===== src/rtl/shift_exec_unit.sv =====
// RV64I shift execute stage (SLL/SRL/SRA and W forms): right shifts reuse a left barrel shifter via bit reversal.
// Latency 2 cycles, full throughput; out_ready low stalls S2 then S1, and in_ready drops only when both are full.

module sll #(
    parameter int W  = 64,
    parameter int SW = 6
) (
    input  logic [W-1:0]  i_data,
    input  logic [SW-1:0] i_shamt,
    output logic [W-1:0]  o_data
);
    logic [W-1:0] w_stage [SW+1];

    assign w_stage[0] = i_data;

    for (genvar g = 0; g < SW; g++) begin : g_stage
        assign w_stage[g+1] = i_shamt[g] ? (w_stage[g] << (1 << g)) : w_stage[g];
    end

    assign o_data = w_stage[SW];
endmodule

module shift_exec_unit #(
    parameter int XLEN  = 64,
    parameter int TAG_W = 5
) (
    input  logic             clk,
    input  logic             rst_n,
    input  logic             in_valid,
    output logic             in_ready,
    input  logic [2:0]       in_op,
    input  logic [XLEN-1:0]  in_rs1,
    input  logic [5:0]       in_shamt,
    input  logic [TAG_W-1:0] in_tag,
    output logic             out_valid,
    input  logic             out_ready,
    output logic [XLEN-1:0]  out_data,
    output logic [TAG_W-1:0] out_tag,
    output logic             out_illegal
);
    localparam int HALF = XLEN / 2;
    localparam logic [1:0] OP_SLL = 2'b00;
    localparam logic [1:0] OP_SRL = 2'b01;
    localparam logic [1:0] OP_RSV = 2'b10;
    localparam logic [1:0] OP_SRA = 2'b11;

    function automatic logic [XLEN-1:0] bitrev(input logic [XLEN-1:0] x);
        logic [XLEN-1:0] r;
        for (int i = 0; i < XLEN; i++) begin
            r[i] = x[XLEN-1-i];
        end
        return r;
    endfunction

    logic             r_s1_valid;
    logic [2:0]       r_s1_op;
    logic [TAG_W-1:0] r_s1_tag;
    logic [5:0]       r_s1_sh;
    logic [XLEN-1:0]  r_s1_opnd;
    logic             r_s1_sign;

    logic             r_out_valid;
    logic [XLEN-1:0]  r_out_data;
    logic [TAG_W-1:0] r_out_tag;
    logic             r_out_illegal;

    logic             w_s2_advance;
    logic             w_in_fire;
    logic             w_s1_move;
    logic [5:0]       w_in_sh;
    logic [XLEN-1:0]  w_in_opnd;
    logic             w_right;
    logic [XLEN-1:0]  w_sh_in;
    logic [XLEN-1:0]  w_sh_out;
    logic [XLEN-1:0]  w_result;
    logic             w_illegal;

    assign w_s2_advance = !r_out_valid || out_ready;
    assign in_ready     = !r_s1_valid || w_s2_advance;
    assign w_in_fire    = in_valid && in_ready;
    assign w_s1_move    = r_s1_valid && w_s2_advance;

    // W forms shift only the low word; SRAW pre-extends so the right shift pulls in copies of bit 31.
    always_comb begin
        w_in_sh   = in_shamt;
        w_in_opnd = in_rs1;
        if (in_op[2]) begin
            w_in_sh = {1'b0, in_shamt[4:0]};
            if (in_op[1:0] == OP_SRA) begin
                w_in_opnd = {{HALF{in_rs1[HALF-1]}}, in_rs1[HALF-1:0]};
            end else begin
                w_in_opnd = {{HALF{1'b0}}, in_rs1[HALF-1:0]};
            end
        end
    end

    always_ff @(posedge clk or negedge rst_n) begin
        if (!rst_n) begin
            r_s1_valid <= 1'b0;
            r_s1_op    <= '0;
            r_s1_tag   <= '0;
            r_s1_sh    <= '0;
            r_s1_opnd  <= '0;
            r_s1_sign  <= 1'b0;
        end else begin
            if (w_in_fire) begin
                r_s1_valid <= 1'b1;
                r_s1_op    <= in_op;
                r_s1_tag   <= in_tag;
                r_s1_sh    <= w_in_sh;
                r_s1_opnd  <= w_in_opnd;
                r_s1_sign  <= w_in_opnd[XLEN-1];
            end else if (w_s1_move) begin
                r_s1_valid <= 1'b0;
            end
        end
    end

    assign w_right = (r_s1_op[1:0] == OP_SRL) || (r_s1_op[1:0] == OP_SRA);
    assign w_sh_in = w_right ? bitrev(r_s1_opnd) : r_s1_opnd;

    sll #(.W(XLEN), .SW(6)) u_sll (
        .i_data  (w_sh_in),
        .i_shamt (r_s1_sh),
        .o_data  (w_sh_out)
    );

    always_comb begin
        w_illegal = (r_s1_op[1:0] == OP_RSV);
        w_result  = w_right ? bitrev(w_sh_out) : w_sh_out;
        if ((r_s1_op[1:0] == OP_SRA) && r_s1_sign) begin
            w_result = w_result | ~({XLEN{1'b1}} >> r_s1_sh);
        end
        if (r_s1_op[2]) begin
            w_result = {{HALF{w_result[HALF-1]}}, w_result[HALF-1:0]};
        end
        if (w_illegal) begin
            w_result = '0;
        end
    end

    always_ff @(posedge clk or negedge rst_n) begin
        if (!rst_n) begin
            r_out_valid   <= 1'b0;
            r_out_data    <= '0;
            r_out_tag     <= '0;
            r_out_illegal <= 1'b0;
        end else begin
            if (w_s1_move) begin
                r_out_valid   <= 1'b1;
                r_out_data    <= w_result;
                r_out_tag     <= r_s1_tag;
                r_out_illegal <= w_illegal;
            end else if (r_out_valid && out_ready) begin
                r_out_valid <= 1'b0;
            end
        end
    end

    assign out_valid   = r_out_valid;
    assign out_data    = r_out_data;
    assign out_tag     = r_out_tag;
    assign out_illegal = r_out_illegal;
endmodule


===== config.mk =====
export PLATFORM = sky130hd
export DESIGN_NAME = shift_exec_unit
export DESIGN_NICKNAME = d
export VERILOG_FILES = /design/src/rtl/shift_exec_unit.sv
export SDC_FILE = /design/constraint.sdc
export NUM_CORES = 1
export LEC_CHECK = 0
export CORE_UTILIZATION = 59
export DETAILED_ROUTE_END_ITERATION = 8
export HOLD_SLACK_MARGIN = 0.03
export PLACE_DENSITY = 0.95
export RECOVER_POWER = 100
export SLEW_MARGIN = 5
export SYNTH_ARGS = -nofsm -noshare
export SYNTH_HDL_FRONTEND = slang
export SYNTH_SLANG_ARGS = --single-unit
export TNS_END_PERCENT = 100

===== constraint.sdc =====
create_clock -name clk -period 3.3 [get_ports clk]
set_clock_uncertainty 0.1 [all_clocks]
set_input_delay 0.33 -clock clk [delete_from_list [all_inputs] [get_ports clk]]
set_output_delay 0.33 -clock clk [all_outputs]
set_load 0.01 [all_outputs]

==> results of run 1 <==
metrics by stage:
| step | setup WS (ns) | cells | cell area [um^2] |
|---|---|---|---|
| after CTS | 0.00608 | 1972 | 16900 |
| after detailed placement | -0.203 | 1935 | 16300 |
| after global placement | -0.0519 | 1935 | 16300 |
| after floorplan | 0.316 | 1466 | 13900 |
metal layers:
layer / GRT usage, % / GRT overflow
met1: 65.5 / 1
met2: 78.0 / 7
met3: 61.0 / 3
met4: 59.9 / 17
met5: 41.0 / 0
cell usage after synthesis (27+ instances only):
master,count
dfrtp_1,150
o21ai_0,76
mux4_2,97
a21oi_1,67
mux2i_1,87
nand2_1,196
mux2_2,90
inv_1,37
o311ai_0,34
a22oi_1,27
nand3_1,27
clkbuf_1,83
nor2_1,93
logic make-up after synthesis:
| group | after synthesis | synth area share (%) |
|---|---|---|
| and+or+nand+nor | 422 | 13.6 |
| DFF | 150 | 27.1 |
| AOI/OAI and AO/OA | 434 | 22.5 |
| muxes | 281 | 30.7 |
| buffers and inverters | 178 | 6.05 |
| xor gates and xnor gates | 1 | 0.0632 |
repair_timing:
item	in CTS
pin swaps	1
resized for setup	7
buffers inserted	4
hold buffers	1
hold endpoints to repair	58
setup endpoints to repair	24
==> impl_metrics.json, run 1 <==
{
  "ys.warnings.count": 0,
  "syn_avg_cell_area_um2": 9.45,
  "initial_utilization_pct": 60.7,
  "synth_cell_types": 76,
  "place_hpwl_mm": 39.7,
  "yosysTopAreaCellShare_pct": 27.1,
  "gp_congestion": 1.36,
  "rows": 55,
  "grt_util_all_layers_pct": 66.6,
  "synth_top_flop_cell": "dfrtp_1",
  "cts_buffers": 17,
  "synth_edf_count": 0,
  "synth_largest_area_cell": "dfrtp_1",
  "seq_area_frac_synth_pct": 27.1,
  "ys_ff_latch": 150,
  "synth_nets": 1548,
  "die_w_um": 155,
  "grt_max_degree": 93,
  "numClockSinks": 150,
  "failed_stage": "global routing (5_1_grt)",
  "cts_htree_levels": 4,
  "port_buffers": 153,
  "netlist_instances": 1466,
  "tool.error": "[ERROR GRT-0232] Routing congestion too high. Check the congestion heatmap in the GUI.",
  "grt_overflow": 28,
  "fp.dieH_um": 155,
  "clockBufferDepth": 2,
  "grt-worst-endpoint": "out_data[1]$_DFFE_PN0P_/D",
  "syn_area_um2": 13900,
  "status": "stopped before the end",
  "synthTopCellsByArea": "dfrtp_1 27%, mux4_2 16%, mux2_2 7.3%",
  "worstEndpointType": "register input",
  "cts_root_buf": "clkbuf_16",
  "asyncSetResetFlopFracSynth_pct": 100,
  "io_pins": 154
}
==> run 2, diff against run 1 <==
--- a/config.mk
+++ b/config.mk
@@ -5,10 +5,9 @@
 export SDC_FILE = /design/constraint.sdc
 export NUM_CORES = 1
 export LEC_CHECK = 0
-export CORE_UTILIZATION = 59
+export CORE_UTILIZATION = 40
 export DETAILED_ROUTE_END_ITERATION = 8
-export HOLD_SLACK_MARGIN = 0.03
-export PLACE_DENSITY = 0.95
+export PLACE_DENSITY_LB_ADDON = 0.15
 export RECOVER_POWER = 100
 export SLEW_MARGIN = 5
 export SYNTH_ARGS = -nofsm -noshare
==> impl_metrics.json, run 2 <==
{
  "hold_violations": 0,
  "grt_max_degree": 151,
  "ys.warnings.count": 0,
  "r2r_cells": 10,
  "r2r-end": "out_data[57]$_DFFE_PN0P_",
  "synth_top_flop_cell": "dfrtp_1",
  "period_needed_ns": 3.29,
  "diodes": 0,
  "endpoint_kind": "flip-flop",
  "gp_congestion": 1.08,
  "period_share_pct": 99.8,
  "syn_avg_cell_area_um2": 9.45,
  "remaining_drc_errors": 0,
  "hold_path.class": "input pin to flip-flop",
  "final_cell_area_um2": 18300,
  "port_buffers": 153,
  "synth_common_cells": "196 x nand2_1, 150 x dfrtp_1, 97 x mux4_2, 93 x nor2_1, 90 x mux2_2",
  "hp-start": "in_shamt[5]",
  "cts_htree_levels": 4,
  "initial_utilization_pct": 41.0,
  "grt_pass1_vias": 14300,
  "fillers": 3155,
  "clk_latency_ns": 0.46,
  "grt_pass1_wl_mm": 99.4,
  "rsz0062_at_grt": "yes",
  "syn2layout_area_growth_pct": 31.9,
  "place_hpwl_mm": 52.1,
  "synthTopCellsByArea": "dfrtp_1 27%, mux4_2 16%, mux2_2 7.3%",
  "crit_fanout": 7,
  "asyncSetResetFlopFracSynth_pct": 100,
  "yosysMostFrequentCell": "nand2_1",
  "syn_area_um2": 13900,
  "cts_tree": "done",
  "io_pins": 154,
  "placement.cell_area_um2": 17500,
  "worst_pin_slew_ns": 1.47,
  "r2r_slack_ns": 0.007,
  "synth_nets": 1548,
  "finalWirelength_mm": 67.2,
  "worstSetupPathType": "flip-flop to flip-flop",
  "vdd_ir_drop_max_uv": 456,
  "synth_largest_area_cell": "dfrtp_1",
  "cts_buffers": 17,
  "nets": 1852,
  "fmax_ghz": 0.304,
  "yosysTopAreaCellShare_pct": 27.1,
  "crit_path_start_kind": "flip-flop",
  "status": "finished, final reports clean",
  "vias_per_cell": 6.61,
  "ys_ff_latch": 150,
  "layout_common_cells": "242 x buf_4, 195 x nand2_1, 147 x dfrtp_1",
  "grt_util_all_layers_pct": 38.4,
  "slew_headroom_pct": 1.78,
  "seq_area_frac_synth_pct": 27.1,
  "numClockSinks": 150,
  "powerDensity_nw_per_um2": 673,
  "leakagePower_nw": 7.68,
  "wl_per_cell_um": 30.1,
  "clk_pin_slew_ns": 0.07,
  "core_um2": 33800,
  "finalSetupViolCount": 0,
  "final_layout_size_suffix_gt1_share_pct": 30.6,
  "die_w_um": 188,
  "layout_commonest_cell": "buf_4",
  "fp.dieH_um": 188,
  "worstPathArrival_ns": 3.54,
  "rows": 67,
  "cap_viol_max_count": 0,
  "die-area_um2": 35400,
  "netlist_instances": 1466,
  "synth_cell_types": 76,
  "postLayoutCoreUtil_pct": 54.1,
  "drv_slew": 0,
  "synth_edf_count": 0,
  "antenna_found_initial": 1,
  "ant_nets": 0,
  "critical_path.endpoint": "out_data[57]$_DFFE_PN0P_",
  "grt_overflow": 0,
  "drtPass1Iterations": 6,
  "required_ns": 3.55,
  "drt_iter0_markers": 1636,
  "vias": 14700,
  "worstReg2RegStart": "r_s1_sh[0]$_DFFE_PN0P_",
  "clockBufferDepth": 2,
  "cts_root_buf": "clkbuf_16",
  "startpoint": "r_s1_sh[0]$_DFFE_PN0P_"
}
-- run 2: cell counts after synthesis --
No cell type changed its count.
-- run 2: worst max-delay path: stages, from the launching register on --
cell and delay (ns):
dfrtp_4 0.43, buf_12 0.14, buf_4 0.12, mux4_1 0.60
mux4_2 0.52, o221a_2 0.26, a211oi_1 0.35, buf_4 0.18
a211oi_1 0.08, a21oi_1 0.30, a21oi_1 0.07
-- run 2: timing repair --
item / CTS / global route
setup endpoints to repair: 18 / 50
hold buffers: 1 / 0
buffers inserted: 4 / 6
pin swaps: 0 / 6
resized for setup: 4 / 27
hold endpoints to repair: 150 / 0
-- run 2: cell type report --
cell class | instances | area, um^2 | area share (%)
sequential | 150 | 3760 | 20.6
clock inverter | 15 | 168 | 0.917
multi-input combinational | 1138 | 9420 | 51.5
clock buffer | 17 | 425 | 2.33
tap | 448 | 561 | 3.07
inverter | 40 | 150 | 0.821
timing repair buffer | 423 | 3800 | 20.8
-- run 2: layer usage --
layer  wire length [um]  vias up  global-route usage, %
met5                 13        -                      0
met4               4210        2                   21.0
met3               5000      195                   7.17
met2              30900      862                   60.4
met1              27000     7356                   49.9
li1                   -     6324                      -
-- run 2: how the worst min path moves through the flow --
stage,endpoint,slack [ns],cells after the start
floorplan,out_data[0]$_DFFE_PN0P_,-0.07,0
global placement,out_tag[1]$_DFFE_PN0P_,0.34,2
detailed placement,out_tag[3]$_DFFE_PN0P_,0.35,2
CTS,r_s1_sh[5]$_DFFE_PN0P_,0.32,3
global route,r_s1_opnd[25]$_DFFE_PN0P_,0.36,2
finish,r_s1_sh[5]$_DFFE_PN0P_,0.34,3
-- run 2: report_power, final --
| part | internal, mW | total (mW) | leakage (nW) | switching, mW |
|---|---|---|---|---|
| registers | 2.31 | 2.83 | 1.86 | 0.528 |
| clock network | 1.13 | 2.04 | 0.279 | 0.914 |
| logic | 3.42 | 7.43 | 5.54 | 4.01 |
| total | 6.86 | 12.3 | 7.68 | 5.45 |
-- run 2: cell families after synthesis --
group	count (synthesis)	synth area share (%)
AO/OA/AOI/OAI	434	22.5
AND/OR/NAND/NOR	422	13.6
multiplexers	281	30.7
buffers and inverters	178	6.05
flip-flops	150	27.1
XOR/XNOR	1	0.0632
-- run 2: stage by stage --
stage               instances  total power, mW  setup slack, ns  hold WS (ns)  setup TNS (ns)
CTS                      2225             12.1           0.0176         0.322               0
detailed placement       2188             10.1           -0.108         0.348          -0.383
global route             2231             12.8          -0.0152         0.362         -0.0418
finish                   2231             12.3          0.00698         0.340               0
floorplan                1466             6.41            0.316       -0.0656               0
global placement         2188             10.0          -0.0850         0.340          -0.214
Power figures use the tool's default switching activity.
